--- src/rtl/bcd_game_pkg.sv ---
// Shared types and constants for the BCD reaction-game sequencer.
package bcd_game_pkg;

  typedef enum logic [2:0] {
    ST_IDLE  = 3'd0,
    ST_CLEAR = 3'd1,
    ST_RUN   = 3'd2,
    ST_CHECK = 3'd3,
    ST_SHOW  = 3'd4
  } state_e;

  typedef logic [3:0] bcd_t;

  localparam bcd_t BCD_MAX = 4'd9;

  // Increment that pins at 9 so the score never leaves BCD range.
  function automatic bcd_t bcd_sat_inc(input bcd_t v);
    return (v >= BCD_MAX) ? BCD_MAX : bcd_t'(v + 4'd1);
  endfunction

endpackage

--- src/rtl/game_tick_gen.sv ---
// Count-step prescaler: free-runs 0..TICK_DIV-1 unless held clear, flags the last count.
module game_tick_gen #(
  parameter int TICK_DIV = 4
) (
  input  logic i_clk,
  input  logic i_r_n,
  input  logic i_clr,
  output logic o_tick
);

  localparam int CW = $clog2(TICK_DIV);
  localparam logic [CW-1:0] LAST = CW'(TICK_DIV - 1);

  logic [CW-1:0] r_cnt;

  // Prescaler counter with synchronous clear and wrap on the last count.
  always_ff @(posedge i_clk or negedge i_r_n) begin
    if (!i_r_n) begin
      r_cnt <= '0;
    end else if (i_clr) begin
      r_cnt <= '0;
    end else if (r_cnt == LAST) begin
      r_cnt <= '0;
    end else begin
      r_cnt <= r_cnt + CW'(1);
    end
  end

  assign o_tick = (r_cnt == LAST);

endmodule

--- src/rtl/bcd_game_ctrl.sv ---
// Game sequencer for a BCD digit counter chain: strobes UP/CLR with decimal carry,
// freezes on STOP, grades against TARGET and keeps a saturating BCD score.
import bcd_game_pkg::*;

module bcd_game_ctrl #(
  parameter int NDIG     = 2,
  parameter int TICK_DIV = 4,
  parameter int SHOW_CYC = 8
) (
  input  logic              i_clk,
  input  logic              i_r_n,
  input  logic              i_start,
  input  logic              i_stop,
  input  logic [4*NDIG-1:0] i_target,
  input  logic [4*NDIG-1:0] i_num,
  output logic [NDIG-1:0]   o_up,
  output logic [NDIG-1:0]   o_clr,
  output logic [2:0]        o_state,
  output logic              o_hit,
  output logic              o_miss,
  output logic [3:0]        o_score
);

  localparam int SW = $clog2(SHOW_CYC + 1);
  localparam logic [SW-1:0] SHOW_LAST = SW'(SHOW_CYC - 1);

  state_e        r_state;
  logic          r_hit;
  logic          r_miss;
  bcd_t          r_score;
  logic [SW-1:0] r_show;

  logic            w_run;
  logic            w_clear;
  logic            w_tick;
  logic            w_wrap;
  logic [NDIG:0]   w_carry;

  assign w_run   = (r_state == ST_RUN);
  assign w_clear = (r_state == ST_CLEAR);

  game_tick_gen #(
    .TICK_DIV (TICK_DIV)
  ) u_tick (
    .i_clk  (i_clk),
    .i_r_n  (i_r_n),
    .i_clr  (!w_run),
    .o_tick (w_tick)
  );

  assign w_carry[0] = w_run & w_tick;

  // Ripple decimal carry; corrupt digits (>9) behave like 9 and clear on carry.
  for (genvar gi = 0; gi < NDIG; gi++) begin : g_dig
    logic w_ge9;
    assign w_ge9           = (i_num[4*gi +: 4] >= BCD_MAX);
    assign w_carry[gi + 1] = w_carry[gi] & w_ge9;
    assign o_up[gi]        = w_carry[gi] & ~w_ge9;
    assign o_clr[gi]       = w_clear | (w_carry[gi] & w_ge9);
  end

  assign w_wrap = w_carry[NDIG];

  // Round sequencer, result flags, show timer and score.
  always_ff @(posedge i_clk or negedge i_r_n) begin
    if (!i_r_n) begin
      r_state <= ST_IDLE;
      r_hit   <= 1'b0;
      r_miss  <= 1'b0;
      r_score <= 4'd0;
      r_show  <= '0;
    end else begin
      case (r_state)
        ST_IDLE: begin
          if (i_start) begin
            r_state <= ST_CLEAR;
          end else begin
            r_state <= ST_IDLE;
          end
        end
        ST_CLEAR: begin
          r_state <= ST_RUN;
        end
        ST_RUN: begin
          // Overrun outranks a simultaneous STOP.
          if (w_wrap) begin
            r_miss  <= 1'b1;
            r_show  <= '0;
            r_state <= ST_SHOW;
          end else if (i_stop) begin
            r_state <= ST_CHECK;
          end else begin
            r_state <= ST_RUN;
          end
        end
        ST_CHECK: begin
          if (i_num == i_target) begin
            r_hit   <= 1'b1;
            r_score <= bcd_sat_inc(r_score);
          end else begin
            r_miss  <= 1'b1;
          end
          r_show  <= '0;
          r_state <= ST_SHOW;
        end
        ST_SHOW: begin
          if (r_show == SHOW_LAST) begin
            r_hit   <= 1'b0;
            r_miss  <= 1'b0;
            r_show  <= '0;
            r_state <= ST_IDLE;
          end else begin
            r_show  <= r_show + SW'(1);
          end
        end
        default: begin
          r_hit   <= 1'b0;
          r_miss  <= 1'b0;
          r_show  <= '0;
          r_state <= ST_IDLE;
        end
      endcase
    end
  end

  assign o_state = r_state;
  assign o_hit   = r_hit;
  assign o_miss  = r_miss;
  assign o_score = r_score;

endmodule

--- config.mk ---
export PLATFORM = sky130hd
export DESIGN_NAME = bcd_game_ctrl
export DESIGN_NICKNAME = d
export VERILOG_FILES = /design/src/rtl/bcd_game_pkg.sv /design/src/rtl/game_tick_gen.sv /design/src/rtl/bcd_game_ctrl.sv
export SDC_FILE = /design/constraint.sdc
export NUM_CORES = 1
export LEC_CHECK = 0
export CAP_MARGIN = 20
export CELL_PAD_IN_SITES_DETAIL_PLACEMENT = 1
export CELL_PAD_IN_SITES_GLOBAL_PLACEMENT = 1
export CORE_UTILIZATION = 32
export CTS_CLUSTER_SIZE = 24
export DETAILED_ROUTE_END_ITERATION = 12
export PLACE_DENSITY = 0.85
export SLEW_MARGIN = 25
export SYNTH_ARGS = -nofsm -noshare
export SYNTH_HDL_FRONTEND = slang
export SYNTH_SLANG_ARGS = --single-unit
export TNS_END_PERCENT = 30
--- constraint.sdc ---
create_clock -name i_clk -period 2.35 [get_ports i_clk]
set_clock_uncertainty 0.2 [all_clocks]
set_input_delay 0.47 -clock i_clk [delete_from_list [all_inputs] [get_ports i_clk]]
set_output_delay 0.47 -clock i_clk [all_outputs]
set_load 0.02 [all_outputs]
# Word-level counts from Yosys, hierarchy flattened

Index checks and enable logic that the tools add are counted.

Add/subtract/negate cells: 3
Reductions and logical operators: 7
Div/mod/pow operators: 0
Multiply operators: 0
Eq/ne operators: 11
Mux-type cells: 17
Magnitude comparators: 3
Bitwise operators: 11
Shifts and indexed selects: 0

Operators by type and width:

| operator                                      | number |
|---|---|
| one-hot mux 3 bit (5 select lines)            | 1 |
| >= comparator 4 bit, second input constant    | 3 |
| 2-to-1 mux 4 bit                              | 3 |
| one-hot mux 4 bit (3 select lines)            | 1 |
| adder 4 x 1 -> 4 bit, second input constant   | 2 |
| == test 8 bit                                 | 1 |
| == test 3 x 2 -> 1 bit, second input constant | 2 |
| 2-to-1 mux 1 bit                              | 6 |
| 2-to-1 mux 3 bit                              | 2 |
| != test 2 bit, second input constant          | 3 |
| AND 1 bit                                     | 5 |
| == test 4 x 3 -> 1 bit, second input constant | 1 |
| 2-to-1 mux 2 bit                              | 2 |
| NOT 1 bit                                     | 4 |
| one-hot mux 1 bit (4 select lines)            | 1 |
| AND reduction 2 bit                           | 2 |
| AND reduction 4 bit                           | 1 |
| == test 3 x 1 -> 1 bit, second input constant | 1 |
| == test 3 bit, second input constant          | 1 |
| logical NOT 3 bit                             | 1 |
| one-hot mux 1 bit (3 select lines)            | 1 |
| AND reduction 3 bit                           | 1 |
| OR reduction 3 bit                            | 1 |
| adder 2 x 1 -> 2 bit, second input constant   | 1 |
| 4 further kinds                               | 5 |

Logic and storage cells: 58
Output and inout bits: 13
Memory bits (writable): 0
ROM bits: 0
Latch bits: 0
Memories kept: 0
Flip-flop bits (word level): 15
Input port bits: 20

# Depth between registers and ports, before layout

Gate-level depths: netlist of run 1.

Depth after elaboration: 6
Mapped depth: 7
Mapped depth without buffers: 7

# Modules after synthesis

From an unflattened synthesis of run 1, not the netlist that was laid out.

Cell total of the unflattened synthesis: 100
Area total of the unflattened synthesis: 993.5 um2

By module, submodules not included:

| module        | area each (um2) | times used | cells an instance |
|---|---|---|---|
| bcd_game_ctrl | 914.6           | 1          | 95 |
| game_tick_gen | 78.8            | 1          | 5 |

# Worst setup path before layout of run 1

No wires, ideal clock.

Kind: flip-flop to output port
Start point: register r_state[1] (netlist: o_state[1])
End point: output o_up[1]
Arrival time: 1.662 ns
Slack: 0.018 ns
Required time: 1.680 ns
Stages on the path, launching flop included: 4
Cell sequence: dfrtp_1 > clkinv_1 > or3_1 > nor3_1

Longest elaborated chain between the ends: 4

RTL lines:

| element                | RTL line            | source |
|---|---|---|
| start, declared        | bcd_game_ctrl.sv:27 | `state_e r_state;` |
| start signal, assigned | bcd_game_ctrl.sv:67 | `r_state <= ST_IDLE;` |
| start signal, assigned | bcd_game_ctrl.sv:76 | `r_state <= ST_CLEAR;` |
| start signal, assigned | bcd_game_ctrl.sv:78 | `r_state <= ST_IDLE;` |
| == test 3 x 2 -> 1 bit | bcd_game_ctrl.sv:39 | `assign w_run = (r_state == ST_RUN);` |
| AND 1 bit              | bcd_game_ctrl.sv:51 | `assign w_carry[0] = w_run & w_tick;` |
| AND 1 bit              | bcd_game_ctrl.sv:57 | `assign w_carry[gi + 1] = w_carry[gi] & w_ge9;` |
| AND 1 bit              | bcd_game_ctrl.sv:58 | `assign o_up[gi] = w_carry[gi] & ~w_ge9;` |
| end, declared          | bcd_game_ctrl.sv:16 | `output logic [NDIG-1:0] o_up,` |

Every way passes these cells.

# Worst setup path after layout of run 1

Start point: input i_num[6]
End point: output o_up[1]

Longest elaborated chain between the ends: 3

RTL lines:

| element             | RTL line            | source |
|---|---|---|
| start, declared     | bcd_game_ctrl.sv:15 | `input logic [4*NDIG-1:0] i_num,` |
| >= comparator 4 bit | bcd_game_ctrl.sv:56 | `assign w_ge9 = (i_num[4*gi +: 4] >= BCD_MAX);` |
| NOT 1 bit           | bcd_game_ctrl.sv:58 |  |
| AND 1 bit           | bcd_game_ctrl.sv:58 |  |

Every way passes these cells.

==> results of run 1 <==
## how the worst max path moves through the flow
stage | startpoint | endpoint | cells after the start
floorplan | o_state[1]$_DFFE_PN0N_ | o_up[1] | 3
global placement | i_num[2] | o_clr[1] | 6
detailed placement | i_num[0] | o_clr[1] | 6
CTS | i_num[0] | o_clr[0] | 5
global route | u_tick.r_cnt[0]$_DFF_PN0_ | o_clr[0] | 5
finish | i_num[6] | o_up[1] | 5
## power by group through the flow
stage	clock network [mW]	logic, mW	registers [mW]
2_1_floorplan	0	0.265	0.417
3_3_place_gp	0	0.570	0.382
3_5_place_dp	0	0.599	0.386
4_1_cts	0.162	0.597	0.382
5_1_grt	0.173	0.682	0.397
6_report	0.156	0.627	0.388
## flip-flops by register name, summed over array words and instances, names as in the netlist
register / flops
o_miss: 1
u_tick.r_cnt: 2
o_score: 4
o_state: 3
o_hit: 1
r_show: 4
## worst max-delay path, stage by stage
cell             delay, ps
clkdlybuf4s50_1        420
o31a_1                 330
buf_4                  140
nor3_2                 100
buf_2                  190
## cells in the mapped netlist (2+ instances only)
master / instances
o22ai_1: 3
o21ai_0: 3
or3_1: 2
nor3_1: 4
nand2b_1: 2
o31ai_1: 2
clkbuf_1: 2
xnor2_1: 6
ha_1: 5
nand3_1: 3
a21oi_1: 5
inv_1: 6
nor2b_1: 2
nand2_1: 10
nor2_1: 9
dfrtp_1: 15
## cell families (layout without fill, tap and decap cells)
family,after synthesis,in the layout,synth area share [%]
xor gates and xnor gates,6,6,5.59
adders and majority gates,5,5,6.65
muxes,2,2,2.26
AOI/OAI and AO/OA,25,25,19.5
and+or+nand+nor,39,39,21.9
DFF,15,15,39.9
buffers and inverters,10,64,4.12
## per-layer routing
layer  wire (microns)  up-vias
met5                0        -
met3              147        6
li1                 -      479
met4               55        0
met2             1550       32
met1             1290      475
## timing repair
action                                  CTS  global route
pin swaps                                 0             4
resized for setup                        20            18
gates cloned                              0             0
buffers inserted                          0             2
endpoints found under the setup margin    4             8
## area by class of cell
class	instances	area share [%]
multi-input cells	77	38.0
well taps	31	2.53
flip-flops and latches	15	24.5
inverters	7	1.71
clock buffers	4	1.71
repair buffers	53	31.6
## per-stage QoR
step / instance area [sq um] / hold WS (ps) / power (mW) / cells / setup WS, ps
floorplan: 941 / -25.6 / 0.682 / 102 / 17.6
global placement: 1430 / 223 / 0.952 / 181 / -604
detailed placement: 1430 / 244 / 0.986 / 181 / -687
CTS: 1450 / 258 / 1.14 / 185 / -80.9
global route: 1530 / 373 / 1.25 / 187 / -32.6
finish: 1530 / 333 / 1.17 / 187 / 27.2
==> summary.md, run 1 <==
| Metric | Value |
|---|---|
| Reg area | between 300 and 400 sq um |
| Root Buffer | clkbuf_4 |
| Post-DRT Antenna Nets | 0 |
| Flops & latches, synth | 15 |
| Clock Latency Late Sink | just under 300 ps |
| Mean Syn Cell Area | roughly 9.2 sq um |
| Gate power share | around 54% |
| Maximum fanout along the worst path | 2 |
| Hold buffer count at CTS | 0 |
| Nets | about 180 |
| Psw | between 400 and 500 uW |
| Clk pin slew, worst setup/hold paths | 90 ps |
| CTS Sinks | 15 |
| # setup viols final | 0 |
| Reg2reg end | o_score[2]$_DFFE_PN0P_ |
| Via density | 5.30 |
| Hold wc startpoint | o_score[3]$_DFFE_PN0P_ |
| Async SR Flop Fraction | 100% |
| Internal power | between 700 and 800 uW |
| I/O pin count | 33 |
| Most frequent cells in the layout | buf_4 (22), clkdlybuf4s50_1 (21), dfrtp_1 (15), nand2_1 (10), nor2_1 (9) |
| Hpwl dp | 2220 microns |
| Sw Ratio | between 40% and 50% |
| Period utilization | between 90 and 100% |
| Fmax | roughly 0.43 GHz |
| Fraction of layout cells with a size suffix above 1 | about 25% |
| Worst Tran Pin Value | between 700 and 800 ps |
| Tmin final | between 2000 and 2500 ps |
| Num rows | 19 |
| Critical Path End Type | primary output |
| Commonest non-fill, non-tap cell in the layout | buf_4 |
| RSZ-0062 raised after global routing | yes |
| DR vias | roughly 990 |
| Synth Flop Type | dfrtp_1 |
| Vias in the first global route | 1072 |
| Worst Hold Endpoint | o_score[3]$_DFFE_PN0P_ |
| Pre-antenna DRT Iters | 4 |
| Netlist cell types | 39 |
| Filler cells | slightly above 300 |
| Initial antenna violation count | 0 |
| HP Class | register to register |
| Mapped Cells | slightly above 100 |
| First-pass GRT wire length | a little under 5000 microns |
| Effective utilization at floorplan | 33.8% |
| Drt wl/cell | 16.3 microns |
| Worst VDD drop | roughly 0.65 mV |
| TNS Setup | 0 ps |
| Area taken by multi-input logic gates | 582 sq um |
| Clk pwr share | a little over an eighth |
| Seq/Total Area, Yosys | 39.9% |
| Area contributors post-synth | dfrtp_1 (40%), ha_1 (6.6%), xnor2_1 (5.6%) |
| GR Overflow Total | 0 |
| H-tree level count | 1 |
| Area of the core | between 0.002 and 0.003 sq mm |
| Post-Route WL | 3040 microns |
| Area added between synthesis and finish | 62.9% |
| Kind of critical path | input port to primary output |
| Die H | 56.2 microns |
| Crit path launch type | input port |
| FF-to-FF setup slack | 490 ps |
| Status | finished clean |
| Die ar. | 0.00316 sq mm |
| Top cell type by total area after synthesis | dfrtp_1 |
| Die X | approximately 56 microns |
| # diodes | 0 |
| M1 GR Usage | around 24% |
| Number of enable flip-flop cells after synthesis | 0 |
| Part of the power in registers | roughly a third |
| Final Util | 55.1% |
| Syn nets | 127 |
| Global route hottest layer | met2 |
| GRT Total Usage | between 20% and 30% |
| Max-slew violations | 0 |
| PortBufs | 32 |
| WHS Path Cells | 1 |
| Synth warnings | 0 |
| FF-to-FF Start | o_state[0]$_DFFE_PN0N_ |
| Area share of the largest cell type after synthesis | between 30% and 40% |
| Clock Tree Buf Depth | 2 |
| Critical Path RT | around 1700 ps |
| Max_slew headroom | approximately 53% |
| Met2 usage | 35.5% |
| R2R depth | 5 |
| Largest net degree at the start of global routing | 19 |
| Number of remaining DRC errors | 0 |
| TritonCTS clock tree | built |
| Hold Violations, Final | 0 |
| Pwr/cell area | around 760 mW/mm^2 |
| Leakage | 0.725 nW |
| Initial drt markers | 19 |
| Cell Area, Synth | ~940 sq um |
| GPL Wtd Cong | around 0.84 |
| Worst endpoint data arrival time | about 1700 ps |
| Max cap viols | 0 |
| GRT met3 Usage | under 10% |
| CTS buffer count | 3 |
Note: power is estimated with default switching activity, not from simulation.
==> run 2, diff against run 1 <==
--- a/config.mk
+++ b/config.mk
@@ -9,8 +9,8 @@
 export CELL_PAD_IN_SITES_DETAIL_PLACEMENT = 1
 export CELL_PAD_IN_SITES_GLOBAL_PLACEMENT = 1
-export CORE_UTILIZATION = 32
+export CORE_UTILIZATION = 35
 export CTS_CLUSTER_SIZE = 24
 export DETAILED_ROUTE_END_ITERATION = 12
-export PLACE_DENSITY = 0.85
+export PLACE_DENSITY = 0.91
 export SLEW_MARGIN = 25
 export SYNTH_ARGS = -nofsm -noshare
==> constraint.sdc (replaced) <==
create_clock -name i_clk -period 2.8 [get_ports i_clk]
set_clock_uncertainty 0.2 [all_clocks]
set_input_delay 0.56 -clock i_clk [delete_from_list [all_inputs] [get_ports i_clk]]
set_output_delay 0.56 -clock i_clk [all_outputs]
set_load 0.1 [all_outputs]
==> summary.md, run 2 (synthesis gave the netlist of run 1 again) <==
| Metric | Value |
|---|---|
| Status | finished clean |
| CTS Sinks | 15 |
| TritonCTS clock tree | built |
| GR Overflow Total | 0 |
| GPL Wtd Cong | 0.803 |
| H-tree level count | 1 |
| Num rows | 18 |
| Critical Path RT | ~2000 ps |
| DR vias | around 950 |
| I/O pin count | 33 |
| Root Buffer | clkbuf_4 |
| Pre-antenna DRT Iters | 4 |
| Hold buffer count at CTS | 0 |
| Max-slew violations | 0 |
| RSZ-0062 raised after global routing | no |
| DP Area | 0.00141 sq mm |
| Kind of critical path | input port to primary output |
| Max_slew headroom | around 54% |
| Effective utilization at floorplan | 37.6% |
| Period utilization | a little over nine tenths |
| FF-to-FF setup slack | between 900 and 1000 ps |
| Fin cells | 173 |
| Worst VDD drop | ~0.68 mV |
| # setup viols final | 0 |
| Fin area | between 0.001 and 0.0015 sq mm |
| # diodes | 0 |
| Die H | approximately 54 microns |
| Pwr/cell area | just over 800 mW/mm^2 |
| PortBufs | 32 |
| Critical Path End Type | primary output |
| Area of the core | 0.00250 sq mm |
| Nets | ~170 |
| Post-placement cell count | between 150 and 200 |
| Leakage | around 0.62 nW |
| Die ar. | about 0.0029 sq mm |
| First-pass GRT wire length | 4630 microns |
| Post-CTS Setup Bufs | 0 |
| Area added between synthesis and finish | 53.1% |
| Worst endpoint data arrival time | slightly below 2000 ps |
| Max cap viols | 0 |
| Power, Total | about 1.2 mW |
| Die X | roughly 54 microns |
| Clock Tree Buf Depth | 2 |
| Hold Violations, Final | 0 |
| Post-Route WL | 2850 microns |
| Via density | roughly 5.5 |
| Fraction of layout cells with a size suffix above 1 | between 20 and 30% |
| Fin Hold WS | between 200 and 300 ps |
| GRT Total Usage | a little under a quarter |
| HP Class | register to register |
| Drt wl/cell | roughly 16 microns |
| Number of remaining DRC errors | 0 |
| Commonest non-fill, non-tap cell in the layout | clkdlybuf4s50_1 |
| Most frequent cells in the layout | clkdlybuf4s50_1 (19), buf_4 (17), dfrtp_1 (12), nand2_1 (10), nor2_1 (9) |
| Clk pin slew, worst setup/hold paths | roughly 90 ps |
| Fmax | around 0.37 GHz |
| Final Util | approximately 58% |
| Initial antenna violation count | 0 |
| Hpwl dp | ~2300 microns |
| Tmin final | about 2700 ps |
| Initial drt markers | 9 |
| Largest net degree at the start of global routing | 21 |
| Worst Tran Pin Value | roughly 690 ps |
| CTS buffer count | 3 |
| Vias in the first global route | approximately 1000 |
| Clock Latency Late Sink | about 290 ps |
| Crit path launch type | input port |
| Post-DRT Antenna Nets | 0 |
| Maximum fanout along the worst path | 3 |
## run 2: cell count changes in the layout (fill, tap and decap cells not counted), moves of 3 or more
cell | before | now
buf_12 | 0 | 4
buf_4 | 22 | 17
dlymetal6s2s_1 | 7 | 0
dfrtp_1 | 15 | 12
## run 2: stage by stage
stage | setup TNS [ps] | setup slack, ps
after floorplan | 0 | 66.6
after global placement | -6.78 | -6.78
after detailed placement | -162 | -112
after CTS | 0 | 58.2
after global routing | 0 | 16.0
final | 0 | 70.2
## run 2: timing repair
item,CTS,global route
gates resized for setup,1,1
pin swaps,0,0
setup endpoints to repair,3,1
## run 2: final timing paths
path | from | endpoint | cells past startpoint
setup / recovery | i_num[2] | o_clr[0] | 5
hold / removal | u_tick.r_cnt[0]$_DFF_PN0_ | u_tick.r_cnt[0]$_DFF_PN0_ | 1
setup reg to reg | o_state[0]$_DFFE_PN0N_ | o_score[2]$_DFFE_PN0P_ | 4
hold reg to reg | u_tick.r_cnt[0]$_DFF_PN0_ | u_tick.r_cnt[0]$_DFF_PN0_ | 1
max in group asynchronous | i_r_n | o_state[1]$_DFFE_PN0N_ | 1
min in group asynchronous | i_r_n | u_tick.r_cnt[0]$_DFF_PN0_ | 1
## run 2: area by class of cell
| class | instances | area, sq um |
|---|---|---|
| Fill cell | 288 | 1060 |
| Multi-Input combinational cell | 77 | 568 |
| Timing Repair Buffer | 40 | 398 |
| Sequential cell | 15 | 382 |
| Tap cell | 30 | 37.5 |
| Inverter | 7 | 27.5 |
| Clock buffer | 3 | 22.5 |
| Clock inverter | 1 | 5.00 |
## run 2: layer usage
metal / vias up / track usage, % / part of all wire [%]
met4: 0 / 7.89 / 2.3
met3: 9 / 4.80 / 3.2
met2: 23 / 41.8 / 54
met5: - / 0 / 0
li1: 448 / - / -
met1: 466 / 25.4 / 41
## run 2: critical path, cell delays in order
cell and delay [ps]:
clkdlybuf4s50_1 520, o311ai_2 160, or3_1 380, a21oi_4 160
buf_12 190
## run 2: report_power, final
part / leakage [nW] / switching, mW / internal (mW) / total [mW]
clock network: 0.0177 / 0.0723 / 0.0532 / 0.126
registers: 0.187 / 0.101 / 0.280 / 0.380
logic: 0.420 / 0.443 / 0.216 / 0.659
total: 0.625 / 0.616 / 0.549 / 1.16
==> run 3, diff against run 2 <==
SETUP_SLACK_MARGIN = 0.05   (was default)
clock period = 3.2 ns   (was 2.8 ns; I/O delays follow)
==> summary.md, run 3 (synthesis gave the netlist of run 1 again) <==
| Metric | Value |
|---|---|
| Status | finished clean |
| R2R depth | 4 |
| Part of the power in registers | between 30% and 40% |
| Internal power | 473 uW |
| Root Buffer | clkbuf_4 |
| Post-DRT Antenna Nets | 0 |
| Clock Tree Buf Depth | 2 |
| Pre-antenna DRT Iters | 4 |
| Vias in the first global route | around 940 |
| Effective utilization at floorplan | about 38% |
| FF-to-FF setup slack | ~1100 ps |
| Hold Violations, Final | 0 |
| Commonest non-fill, non-tap cell in the layout | clkdlybuf4s50_1 |
| Num rows | 18 |
| PortBufs | 32 |
| Final Util | between 50% and 60% |
| Kind of critical path | input port to primary output |
| CP cell instances | clkdlybuf4s50_1, o311ai_1, or3_1, a21oi_4, buf_12 |
| Crit path launch type | input port |
| Die H | 53.9 microns |
| Psw | about 520 uW |
| Fraction of layout cells with a size suffix above 1 | between 10% and 20% |
| RSZ-0062 raised after global routing | no |
| First-pass GRT wire length | roughly 4300 microns |
| Hold buffer count at CTS | 0 |
| Pwr/cell area | ~700 mW/mm^2 |
| Clk pwr share | a little over a tenth |
| Dpl ws | 124 ps |
| Worst VDD drop | 0.523 mV |
| Most frequent cells in the layout | clkdlybuf4s50_1 (19), dfrtp_1 (14), buf_4 (12), nand2_1 (10), nor2_1 (9) |
| Hpwl dp | between 1500 and 2000 microns |
| Reg area | around 380 sq um |
| Delay-heaviest family, CP | buffers and inverters |
| Tmin final | between 2000 and 3000 ps |
| Critical path depth in cells | 5 |
| TNS Setup | 0 ps |
| Fmax | 0.341 GHz |
| Worst endpoint data arrival time | 2090 ps |
| Clk pin slew, worst setup/hold paths | 80 ps |
| Initial drt markers | 13 |
| GRT Total Usage | between 20% and 30% |
| CTS buffer count | 3 |
| Die ar. | between 0.002 and 0.003 sq mm |
| DR vias | between 900 and 1000 |
| Period utilization | between 90% and 100% |
| Crit-path slowest cell | clkdlybuf4s50_1 |
| Gate power share | between 50% and 60% |
| HP Class | register to register |
| Nets | between 150 and 200 |
| CTS Sinks | 15 |
| Buffers and inverters on the worst path | 2 |
| Sw Ratio | about 52% |
| Post-Route WL | 2490 microns |
| Die X | 53.9 microns |
| Setup crit start | i_num[2] |
| Area taken by multi-input logic gates | 553 sq um |
| # diodes | 0 |
| Initial antenna violation count | 0 |
| GPL Wtd Cong | around 0.8 |
| Post-route setup slack | 268 ps |
| Worst Setup EP | o_clr[0] |
| TritonCTS clock tree | built |
| # setup viols final | 0 |
| Area added between synthesis and finish | 46.7% |
| Leakage | between 0.5 and 0.6 nW |
| Critical Path RT | 2360 ps |
| Filler cells | 298 |
| Post-CTS Setup Bufs | 0 |
| Area of the core | roughly 0.0025 sq mm |
| Drt wl/cell | about 15 microns |
| I/O pin count | 33 |
| Max_slew headroom | between 50 and 60% |
| Clock Latency Late Sink | 280 ps |
| GR Overflow Total | 0 |
| Maximum fanout along the worst path | 3 |
| Fin cells | ~170 |
| Post-placement cell count | 164 |
| Number of remaining DRC errors | 0 |
| Max-slew violations | 0 |
| CP max stage delay | 530 ps |
| Critical Path End Type | primary output |
| FF-to-FF Start | o_state[0]$_DFFE_PN0N_ |
| Worst Tran Pin Value | 698 ps |
| Max cap viols | 0 |
| Reg2reg end | o_score[0]$_DFFE_PN0P_ |
| Largest net degree at the start of global routing | 19 |
| Via density | 5.40 |
| H-tree level count | 1 |
## run 3: cell count changes in the layout (fill, tap and decap cells not counted), sizes merged
cell    delta
buf        -5
clkbuf     +1
clkinv     -1
## run 3: metrics by stage
step	instance area [sq um]	hold WS, ps	total power, mW
after CTS	1380	256	1.00
after global placement	1350	232	0.867
after detailed placement	1350	244	0.883
final	1380	252	0.991
after global routing	1380	278	1.06
after floorplan	968	144	0.712
## run 3: worst min-delay path by stage
stage	startpoint	end	slack (ps)	cells past startpoint
floorplan	i_r_n	o_hit$_DFFE_PN0P_	140	0
global placement	u_tick.r_cnt[0]$_DFF_PN0_	u_tick.r_cnt[0]$_DFF_PN0_	230	1
detailed placement	u_tick.r_cnt[0]$_DFF_PN0_	u_tick.r_cnt[0]$_DFF_PN0_	240	1
CTS	u_tick.r_cnt[0]$_DFF_PN0_	u_tick.r_cnt[0]$_DFF_PN0_	260	1
global route	u_tick.r_cnt[0]$_DFF_PN0_	u_tick.r_cnt[0]$_DFF_PN0_	280	1
finish	u_tick.r_cnt[0]$_DFF_PN0_	u_tick.r_cnt[0]$_DFF_PN0_	250	1
## run 3: area by class of cell
class	instances	share of cell area [%]
Multi-Input combinational cell	77	40.1
Sequential cell	15	27.3
Timing Repair Buffer	35	26.1
Tap cell	30	2.72
Clock buffer	4	1.90
Inverter	7	1.90
## run 3: repair_timing
action                                  CTS  global route
gates resized for setup                   0             1
endpoints found under the setup margin    0             1
hold endpoints to repair                  0             0
## run 3: per-layer routing
layer	part of all wire, %	wire length (microns)	up-vias	GRT usage [%]
li1	-	-	438	-
met1	44	1100	448	24.9
met2	52	1300	21	37.2
met3	3.9	97	0	5.93
met4	0	0	0	3.95
met5	0	0	-	0
## run 3: power by group through the flow
stage          Clock (mW)  Sequential (mW)  Combinational (mW)
6_report            0.107            0.305               0.580
3_5_place_dp            0            0.308               0.575
3_3_place_gp            0            0.304               0.563
4_1_cts             0.112            0.305               0.583
5_1_grt             0.123            0.316               0.618
2_1_floorplan           0            0.439               0.274
